--- src/rtl/uart_pkg.sv ---
// rtl/uart_pkg.sv - shared types and helpers for the queued UART transmitter
package uart_pkg;

  typedef enum logic [1:0] {PARITY_NONE, PARITY_EVEN, PARITY_ODD} parity_e;

  typedef enum logic [2:0] {IDLE, START, DATA, PAR, STOP} tx_state_e;

  // Word is zero-extended to 9 bits by callers; padding zeros leave the XOR unchanged.
  function automatic logic parity_bit(input parity_e mode, input logic [8:0] word);
    return (mode == PARITY_ODD) ? ~^word : ^word;
  endfunction

endpackage

--- src/rtl/uart_fifo.sv ---
// rtl/uart_fifo.sv - first-word-fall-through synchronous FIFO
module uart_fifo #(
  parameter int WIDTH = 8,
  parameter int DEPTH = 4
) (
  input  logic                     clk,
  input  logic                     rst_ni,
  input  logic                     push,
  input  logic                     pop,
  input  logic [WIDTH-1:0]         wdata,
  output logic [WIDTH-1:0]         rdata,
  output logic                     full,
  output logic                     empty,
  output logic [$clog2(DEPTH):0]   level
);

  localparam int AW = $clog2(DEPTH);

  logic [WIDTH-1:0] mem [DEPTH];
  logic [AW-1:0]    wr_ptr;
  logic [AW-1:0]    rd_ptr;
  logic [AW:0]      count;
  logic             do_push;
  logic             do_pop;

  // A full FIFO refuses pushes even when a pop frees a slot this cycle.
  assign do_push = push && !full;
  assign do_pop  = pop && !empty;

  assign full  = (count == (AW+1)'(DEPTH));
  assign empty = (count == '0);
  assign level = count;
  assign rdata = mem[rd_ptr];

  always_ff @(posedge clk or negedge rst_ni) begin
    if (!rst_ni) begin
      wr_ptr <= '0;
      rd_ptr <= '0;
      count  <= '0;
    end else begin
      if (do_push) wr_ptr <= wr_ptr + AW'(1);
      if (do_pop)  rd_ptr <= rd_ptr + AW'(1);
      case ({do_push, do_pop})
        2'b10:   count <= count + (AW+1)'(1);
        2'b01:   count <= count - (AW+1)'(1);
        default: count <= count;
      endcase
    end
  end

  always_ff @(posedge clk) begin
    if (do_push) mem[wr_ptr] <= wdata;
  end

endmodule

--- src/rtl/uart_tx_fifo.sv ---
// rtl/uart_tx_fifo.sv - parametrised UART transmitter fed by a valid/ready input queue
module uart_tx_fifo
  import uart_pkg::*;
#(
  parameter int      CLOCKS_PER_BAUD = 33,
  parameter int      DATA_BITS       = 8,
  parameter parity_e PARITY          = PARITY_NONE,
  parameter int      STOP_BITS       = 1,
  parameter int      FIFO_DEPTH      = 4
) (
  input  logic                          clk,
  input  logic                          rst_ni,
  input  logic [DATA_BITS-1:0]          data_i,
  input  logic                          valid_i,
  output logic                          ready_o,
  output logic                          tx,
  output logic                          busy_o,
  output logic                          done_o,
  output logic [$clog2(FIFO_DEPTH):0]   level_o
);

  localparam int BAUD_W = $clog2(CLOCKS_PER_BAUD);
  localparam int BIT_W  = $clog2(DATA_BITS + 1);

  tx_state_e            state, state_d;
  logic [BAUD_W-1:0]    baud_cnt, baud_d;
  logic [BIT_W-1:0]     bit_cnt, bit_d;
  logic [DATA_BITS-1:0] shift, shift_d;
  logic                 par_q, par_d;
  logic [DATA_BITS-1:0] fifo_rdata;
  logic                 fifo_full;
  logic                 fifo_empty;
  logic                 pop;
  logic                 baud_end;

  uart_fifo #(
    .WIDTH (DATA_BITS),
    .DEPTH (FIFO_DEPTH)
  ) u_fifo (
    .clk   (clk),
    .rst_ni(rst_ni),
    .push  (valid_i),
    .pop   (pop),
    .wdata (data_i),
    .rdata (fifo_rdata),
    .full  (fifo_full),
    .empty (fifo_empty),
    .level (level_o)
  );

  assign ready_o  = !fifo_full;
  assign busy_o   = (state != IDLE) || (level_o != '0);
  assign baud_end = (baud_cnt == BAUD_W'(CLOCKS_PER_BAUD - 1));

  always_ff @(posedge clk or negedge rst_ni) begin
    if (!rst_ni) begin
      state    <= IDLE;
      baud_cnt <= '0;
      bit_cnt  <= '0;
      shift    <= '0;
      par_q    <= 1'b0;
    end else begin
      state    <= state_d;
      baud_cnt <= baud_d;
      bit_cnt  <= bit_d;
      shift    <= shift_d;
      par_q    <= par_d;
    end
  end

  always_comb begin
    state_d = state;
    baud_d  = baud_cnt;
    bit_d   = bit_cnt;
    shift_d = shift;
    par_d   = par_q;
    pop     = 1'b0;
    tx      = 1'b1;
    done_o  = 1'b0;

    if (state != IDLE) begin
      baud_d = baud_end ? '0 : baud_cnt + BAUD_W'(1);
    end

    case (state)
      IDLE: begin
        baud_d = '0;
        bit_d  = '0;
        if (!fifo_empty) begin
          pop     = 1'b1;
          shift_d = fifo_rdata;
          par_d   = parity_bit(PARITY, 9'(fifo_rdata));
          state_d = START;
        end
      end
      START: begin
        tx = 1'b0;
        if (baud_end) state_d = DATA;
      end
      DATA: begin
        tx = shift[0];
        if (baud_end) begin
          shift_d = shift >> 1;
          if (bit_cnt == BIT_W'(DATA_BITS - 1)) begin
            bit_d   = '0;
            state_d = (PARITY != PARITY_NONE) ? PAR : STOP;
          end else begin
            bit_d = bit_cnt + BIT_W'(1);
          end
        end
      end
      PAR: begin
        tx = par_q;
        if (baud_end) state_d = STOP;
      end
      STOP: begin
        // bit_cnt is reused here to count stop bits.
        if (baud_end) begin
          if (bit_cnt == BIT_W'(STOP_BITS - 1)) begin
            done_o = 1'b1;
            bit_d  = '0;
            if (!fifo_empty) begin
              pop     = 1'b1;
              shift_d = fifo_rdata;
              par_d   = parity_bit(PARITY, 9'(fifo_rdata));
              state_d = START;
            end else begin
              state_d = IDLE;
            end
          end else begin
            bit_d = bit_cnt + BIT_W'(1);
          end
        end
      end
      default: state_d = IDLE;
    endcase
  end

endmodule

--- config.mk ---
export PLATFORM = sky130hd
export DESIGN_NAME = uart_tx_fifo
export DESIGN_NICKNAME = d
export VERILOG_FILES = /design/src/rtl/uart_pkg.sv /design/src/rtl/uart_fifo.sv /design/src/rtl/uart_tx_fifo.sv
export SDC_FILE = /design/constraint.sdc
export NUM_CORES = 1
export LEC_CHECK = 0
export CAP_MARGIN = 20
export CORE_ASPECT_RATIO = 0.5
export CORE_MARGIN = 8
export CORE_UTILIZATION = 45
export DETAILED_ROUTE_END_ITERATION = 6
export DONT_BUFFER_PORTS = 1
export PLACE_DENSITY = 0.64
export SLEW_MARGIN = 15
export SYNTH_ARGS = -nofsm -noshare
export SYNTH_HDL_FRONTEND = slang
export SYNTH_HIERARCHICAL = 1
export SYNTH_SLANG_ARGS = --single-unit
--- constraint.sdc ---
create_clock -name clk -period 4.5 [get_ports clk]
set_clock_uncertainty 0.1 [all_clocks]
set_input_delay 0.45 -clock clk [delete_from_list [all_inputs] [get_ports clk]]
set_output_delay 0.45 -clock clk [all_outputs]
set_load 0.03 [all_outputs]
==> results of run 1 <==
[power breakdown]
group / switching [uW] / internal [uW]
Sequential: 184 / 761
Combinational: 337 / 373
Clock: 246 / 433
Total: 767 / 1570
[placed cells by master, fill, tap and decap left out, types with 2 or more instances in the layout]
| cell | n |
|---|---|
| nor3_1 | 3 |
| nand3_1 | 7 |
| mux2_2 | 14 |
| nand2_1 | 11 |
| mux2i_1 | 3 |
| mux4_2 | 8 |
| nand2b_1 | 2 |
| xor2_1 | 5 |
| xnor2_1 | 12 |
| o21ai_0 | 3 |
| clkinv_4 | 3 |
| ha_1 | 9 |
| nor2b_1 | 2 |
| dfrtp_1 | 29 |
| a21oi_1 | 3 |
| edfxtp_1 | 32 |
| clkbuf_16 | 9 |
| nor3b_4 | 2 |
| nor2_1 | 10 |
| a22o_1 | 2 |
| and2_2 | 5 |
| inv_1 | 16 |
[logic make-up after synthesis]
logic type | after synthesis
XOR/XNOR | 17
buffers and inverters | 22
flip-flops | 61
AO/OA/AOI/OAI | 20
adder cells (fa/ha/maj) | 10
AND/OR/NAND/NOR | 57
multiplexers | 26
[sequential cells by signal (all words and copies together) (netlist names)]
name,flops
u_fifo/level,3
u_fifo/rd_ptr,2
shift,8
baud_cnt,6
par_q,1
u_fifo/wr_ptr,2
bit_cnt,4
u_fifo/mem,32
state,3
[worst reg2reg max path, stage by stage (launching register included)]
cell and delay [ns]:
dfrtp_1 0.40, inv_1 0.09, ha_1 0.18, nor3b_4 0.27, a31o_2 0.19, nand2_1 0.06
inv_1 0.08, o31a_2 0.17, ha_1 0.18, inv_1 0.06, fa_1 0.38, xor2_1 0.16
nor2_1 0.06, xor2_1 0.14
[final timing paths]
kind                             startpoint          endpoint  slack, ns  cells past startpoint
worst max-delay path             bit_cnt[0]   u_fifo/level[2]       1.85                     13
worst min-delay path              data_i[7]  u_fifo/mem[0][7]       0.12                      0
worst max register to register   bit_cnt[0]   u_fifo/level[2]       1.85                     13
worst min register to register  baud_cnt[0]       baud_cnt[0]       0.38                      1
max in group asynchronous            rst_ni          shift[0]       3.67                      2
min in group asynchronous            rst_ni  u_fifo/wr_ptr[0]       0.47                      2
[cell type report]
| class | count | area share (%) |
|---|---|---|
| clock inverter | 6 | 2.131 |
| timing repair buffer | 2 | 0.8817 |
| tap | 92 | 3.380 |
| multi-input combinational | 130 | 35.49 |
| sequential | 61 | 49.52 |
| clock buffer | 10 | 6.723 |
| inverter | 17 | 1.874 |
[metal layers]
| layer | up-vias | share of wire, % | global-route usage [%] |
|---|---|---|---|
| met5 | - | 0 | 0 |
| met4 | 0 | 2.0 | 5.485 |
| li1 | 788 | - | - |
| met3 | 9 | 5.6 | 4.980 |
| met2 | 20 | 48 | 19.47 |
| met1 | 811 | 45 | 13.07 |
[stage by stage]
step                      total power [uW]  cells
after global placement                1637    300
final                                 2334    318
after floorplan                       1515    213
after CTS                             2366    318
after detailed placement              1663    300
after global routing                  2480    318
[repair_timing]
action / in CTS / in global routing
hold endpoints to repair: 29 / 0
gates resized for setup: 0 / 0
hold buffers: 2 / 0
==> summary.txt, run 1 <==
Detailed routing
  • Total wire length: 5054 um
  • Routed len/inst: 15.89 um
  • Initial DRC Count: 78
  • Vias per cell: 5.119
  • DRC viols: 0
  • Drt first pass iters: 4
  • Routed Antenna Nets: 0
  • Vias: ~1.6k

Synth
  • Syn avg cell area: approximately 14 um^2
  • Post-synthesis instance area: 0.002985 mm^2
  • Xor/xnor share of the synthesized area: 4.987%
  • Seq/Total Area, Yosys: between 50% and 60%
  • Synth area leaders: edfxtp_1 (32%), dfrtp_1 (24%), mux4_2 (6.0%)
  • Post-synth EDFFs: 32
  • Post-synthesis simple-gate area fraction: 12.49%
  • Post-Synthesis Cells: 213
  • Main combinational cell family by area after synthesis: multiplexers
  • Synth Area in Adders: 4.443%
  • Post-synthesis register bit count: 61
  • Syn nets: approximately 230
  • Most frequent cell after synthesis: edfxtp_1
  • Synth Area in Compound Gates: about 5.7%
  • Mux contribution to synthesized area: 12.82%
  • Synth Warn #: 6
  • Top cells by count, synth: edfxtp_1 (32), dfrtp_1 (29), inv_1 (16), mux2_2 (14), xnor2_1 (12)
  • Cell variety after synth: 53
  • Top_reg_cell synth: edfxtp_1
  • Post-synth ARST share: 47.54%
  • Synth top area share: 32.19%
  • Post-synth top area cell: edfxtp_1

Timing
  • Fin crit share: 58.87%
  • Max Slew Vio Count: 0
  • Final Critical Period: approximately 2.6 ns
  • Setup violators final: 0
  • Hold_ws: 0.1193 ns
  • FMAX: 377.5 MHz
  • Worst slew pin tran: between 0.6 and 0.7 ns
  • Final hold vios: 0
  • Final WS setup: between 1.5 and 2 ns
  • Setup tns final: 0 ns
  • RSZ-0062 raised after global routing: false
  • Slew margin rel.: 56.41%

Placement
  • RD Place Congestion: 0.7961
  • DP Area: 0.003074 mm^2
  • IO Port Bufs: 0
  • DP Wirelength: 3441 um
  • Place WS: between 1.5 and 2 ns

Critical path
  • CP Class: reg -> reg
  • Most used cell along the critical path: inv_1
  • CP Launch Type: register
  • Req. time, crit path: 4.59 ns
  • WP data arrival: 2.74 ns
  • CP endpoint kind: register
  • Delay of the slowest cell on the worst path: 0.40 ns
  • Slowest CP cell: dfrtp_1
  • Worst path bufs/invs: 3
  • Cells along the critical path: inv_1 -> ha_1 -> nor3b_4 -> a31o_2 -> nand2_1 -> inv_1 -> o31a_2 -> ha_1 -> inv_1 -> fa_1 -> xor2_1 -> nor2_1 -> xor2_1
  • CP top delay family: adder cells
  • Worst-path maximum fanout: 4

GRT
  • GRT overflow: 0
  • Pin count of the biggest net entering global routing: 30
  • Global-route wire length before repair: 8576 um
  • Antenna violations before repair: 0
  • Vias in the first global route: between 1.5k and 2k
  • GRT Total Usage: 11.73%

Pwr
  • Peak VDD IR: 0.3489 mV
  • P_leak: between 0.001 and 0.0015 uW
  • PD cells: a little under 700 mW/mm^2

Clock tree
  • Max clock buf depth: 2
  • Root buf cell: clkbuf_16
  • Worst skew pair latency: 0.32 ns
  • CTS tree: done
  • H-tree depth: 3
  • CTS Buf Count: 9
  • CTS Sinks: 61
  • Reg clk slew, reported paths: roughly 0.05 ns
  • Postcts setup bufs: 0

Floorplan
  • Floorplan die area: 0.009655 mm^2
  • Cell Rows: 21
  • Initial core utilization: 45.63%
  • Die Height: 73.60 um
  • I/O pin total: 18
  • Die W: ~130 um
  • Core area: approximately 0.0065 mm^2

Finish
  • Final net count: 242
  • Multi-input gate area: 0.001209 mm^2
  • Diode count: 0
  • Final Core Density: 52.06%
  • P&R area growth vs syn: 14.08%
  • Filler cells: about 530
  • Cell area after layout: 0.003406 mm^2
  • Reg area: 0.001687 mm^2
  • Share of layout cells above drive strength 1: 25.22%

Status
  • Status: complete, no violations

Flow run
  • Max cap viols: 0

Min path
  • Type of the most critical hold path: in -> reg
No activity file was read; power rests on OpenSTA's default activity.
==> run 2: changes to the inputs <==
--- a/config.mk
+++ b/config.mk
@@ -11,7 +11,7 @@
 export CORE_UTILIZATION = 45
 export DETAILED_ROUTE_END_ITERATION = 6
 export DONT_BUFFER_PORTS = 1
-export PLACE_DENSITY = 0.64
+export PLACE_DENSITY = 0.66
 export SLEW_MARGIN = 15
 export SYNTH_ARGS = -nofsm -noshare
 export SYNTH_HDL_FRONTEND = slang
==> constraint.sdc (replaced) <==
create_clock -name clk -period 2.2 [get_ports clk]
set_clock_uncertainty 0.1 [all_clocks]
set_input_delay 0.22 -clock clk [delete_from_list [all_inputs] [get_ports clk]]
set_output_delay 0.22 -clock clk [all_outputs]
set_load 0.03 [all_outputs]
==> run 2 against run 1 <==
The run now ends with setup timing left. Sequential power rose by 86%. Setup slack got worse by 2.0 ns. Fmax rose by 12%. Die area did not move. Critical path depth did not move. Flip-flop and latch count did not move. Final area rose by 9.5%. Via count rose by 9.0%. Core utilization rose by 5.0 points. Largest cell class unchanged.
==> summary.txt, run 2 (synthesized netlist as in run 1, its figures left out) <==
Clock tree
  • CTS Buf Count: 9
  • Worst skew pair latency: 0.32 ns
  • Max clock buf depth: 2
  • Reg clk slew, reported paths: about 0.050 ns
  • Root buf cell: clkbuf_16
  • CTS Sinks: 61
  • CTS tree: done
  • H-tree depth: 3

Detailed routing
  • Drt first pass iters: 4
  • Routed Antenna Nets: 0
  • Total wire length: 5439 um
  • Initial DRC Count: 64
  • Vias per cell: 5.011
  • Vias: 1774
  • Routed len/inst: 15.36 um
  • DRC viols: 0

GRT
  • Global-route wire length before repair: slightly below 9000 um
  • GRT Total Usage: 11.54%
  • Pin count of the biggest net entering global routing: 30
  • Antenna violations before repair: 0
  • GRT overflow: 0
  • Vias in the first global route: around 1.8k

Pwr
  • Internal: 3296 uW
  • Net Sw Frac: 32.58%
  • Peak VDD IR: 0.6943 mV
  • Switching pwr: about 1600 uW
  • Clock Power Share: 25.1%
  • P_leak: 0.001476 uW
  • Total Power: slightly below 5000 uW
  • Comb power frac: 38.8%
  • Flop pwr share: 36.0%
  • PD cells: 1311 mW/mm^2

Critical path
  • Worst setup path endpoint: u_fifo/level[2]
  • WP data arrival: ~2.5 ns
  • Cells along the critical path: inv_2 -> ha_2 -> and4bb_4 -> a31o_4 -> nand2_2 -> inv_2 -> o31a_4 -> ha_4 -> inv_2 -> fa_2 -> xor2_1 -> nor2_1 -> xor2_1
  • CP endpoint kind: register
  • CP Class: reg -> reg
  • Crit path from: baud_cnt[0]
  • Reg2Reg Setup Slack: -0.16 ns
  • Delay of the slowest cell on the worst path: 0.38 ns
  • Reg-to-Reg Start: baud_cnt[0]
  • Worst-path maximum fanout: 2
  • FF-to-FF End: u_fifo/level[2]
  • Worst reg2reg path depth: 13
  • Slowest CP cell: dfrtp_1
  • Most used cell along the critical path: inv_2
  • CP Launch Type: register
  • Req. time, crit path: 2.33 ns

Finish
  • Cell area after layout: 0.003730 mm^2
  • Final net count: about 280
  • Diode count: 0
  • Biggest regs: u_fifo/mem x32, shift x8, baud_cnt x6
  • Final Core Density: 57.01%
  • Most frequent cells in the layout: edfxtp_1 (32), dfrtp_1 (29), buf_4 (27), mux2_2 (14), xnor2_1 (12)
  • Filler cells: just over 500
  • Reg area: 0.001687 mm^2
  • Multi-input gate area: between 0.001 and 0.0015 mm^2
  • Commonest non-fill, non-tap cell in the layout: edfxtp_1
  • Largest Register: u_fifo/mem
  • Share of layout cells above drive strength 1: 36.26%
  • P&R area growth vs syn: 24.94%
  • Flip-flop count of the largest register after layout: 32

Floorplan
  • Cell Rows: 21
  • Die W: roughly 130 um
  • Initial core utilization: 45.63%
  • I/O pin total: 18
  • Core area: about 0.0065 mm^2
  • Floorplan die area: 0.009655 mm^2
  • Die Height: 73.60 um

Timing
  • Fin crit share: 107.3%
  • Final WS setup: -0.1599 ns
  • RSZ-0062 raised after global routing: true
  • Max Slew Vio Count: 0
  • Final Critical Period: approximately 2.4 ns
  • Final hold vios: 0
  • Slew margin rel.: 71.22%
  • Setup violators final: 1
  • FMAX: 423.7 MHz
  • Worst slew pin tran: 0.4317 ns

Flow run
  • Max cap viols: 0

Status
  • Failing checks: setup timing
  • Status: finished, violations left

Placement
  • IO Port Bufs: 0
  • RD Place Congestion: roughly 0.8
  • DP Area: about 0.0033 mm^2
  • DP Wirelength: 3819 um

Min path
  • Type of the most critical hold path: in -> reg
-- run 2: cell types whose count changed in the layout (fill, tap and decap cells not counted), sizes merged --
cell	previous run	this run
inv	17	16
bufinv	1	0
clkbuf	10	11
dlygate4sd3	1	9
clkinvlp	1	2
buf	1	29
-- run 2: power groups by stage --
stage / clock network [uW] / registers (uW) / logic (uW)
floorplan: 0 / 1780 / 1330
global placement: 0 / 1760 / 1780
detailed placement: 0 / 1780 / 1850
CTS: 1250 / 1760 / 1900
global route: 1300 / 1800 / 2070
finish: 1230 / 1760 / 1900
-- run 2: critical path, delay by kind of cell, from the launching register on --
family                     cells  cell delay [ns]
buffers and inverters          3             0.14
DFF                            1             0.38
and+or+nand+nor                3             0.42
xor gates and xnor gates       2             0.31
AOI/OAI and AO/OA              2             0.29
adders and majority gates      3             0.60
-- run 2: worst min-delay path by stage --
| stage | start | to | slack [ns] | cells past startpoint |
|---|---|---|---|---|
| floorplan | rst_ni | baud_cnt[0] | -0.18 | 0 |
| global placement | rst_ni | shift[4] | -0.17 | 0 |
| detailed placement | rst_ni | shift[5] | -0.17 | 0 |
| CTS | valid_i | u_fifo/wr_ptr[0] | 0.09 | 2 |
| global route | valid_i | u_fifo/wr_ptr[0] | 0.11 | 2 |
| finish | valid_i | u_fifo/wr_ptr[0] | 0.1 | 2 |
-- run 2: cell type report --
type,instances,area share (%)
clock buffers,11,6.240
clock inverters,5,1.006
inverters,17,1.711
multi-input cells,130,33.81
flip-flops and latches,61,45.22
well taps,92,3.086
repair buffers,38,8.923
-- run 2: per-stage QoR --
stage / std cells / hold WS [ns] / setup TNS, ns / setup slack (ns)
floorplan: 213 / -0.1756 / -0.2914 / -0.2024
global placement: 324 / -0.1748 / -0.1494 / -0.1326
detailed placement: 324 / -0.1749 / -0.4012 / -0.3019
CTS: 353 / 0.08712 / -0.2409 / -0.2152
global route: 354 / 0.1071 / -0.3657 / -0.2820
finish: 354 / 0.09784 / -0.1599 / -0.1599
-- run 2: layer usage --
layer	vias up	wire length, um	GRT usage [%]
met5	-	0	0
met4	0	49	4.592
met3	5	188	3.615
met2	25	2791	19.64
met1	880	2409	13.55
li1	864	-	-
-- run 2: repair_timing --
item                       4_1_cts  5_1_grt
pin swaps                        4        0
hold endpoints to repair        61        0
setup endpoints to repair        2        3
resized for setup                3        7
hold buffers                    10        0
buffers inserted                 3        1
==> run 3: changes to the inputs <==
--- a/config.mk
+++ b/config.mk
@@ -5,6 +5,7 @@
 export SDC_FILE = /design/constraint.sdc
 export NUM_CORES = 1
 export LEC_CHECK = 0
+export ABC_CLOCK_PERIOD_IN_PS = 2200
 export CAP_MARGIN = 20
 export CORE_ASPECT_RATIO = 0.5
 export CORE_MARGIN = 8
==> results of run 3 <==
Final layout, timing and power as in run 2 (identical DEF).
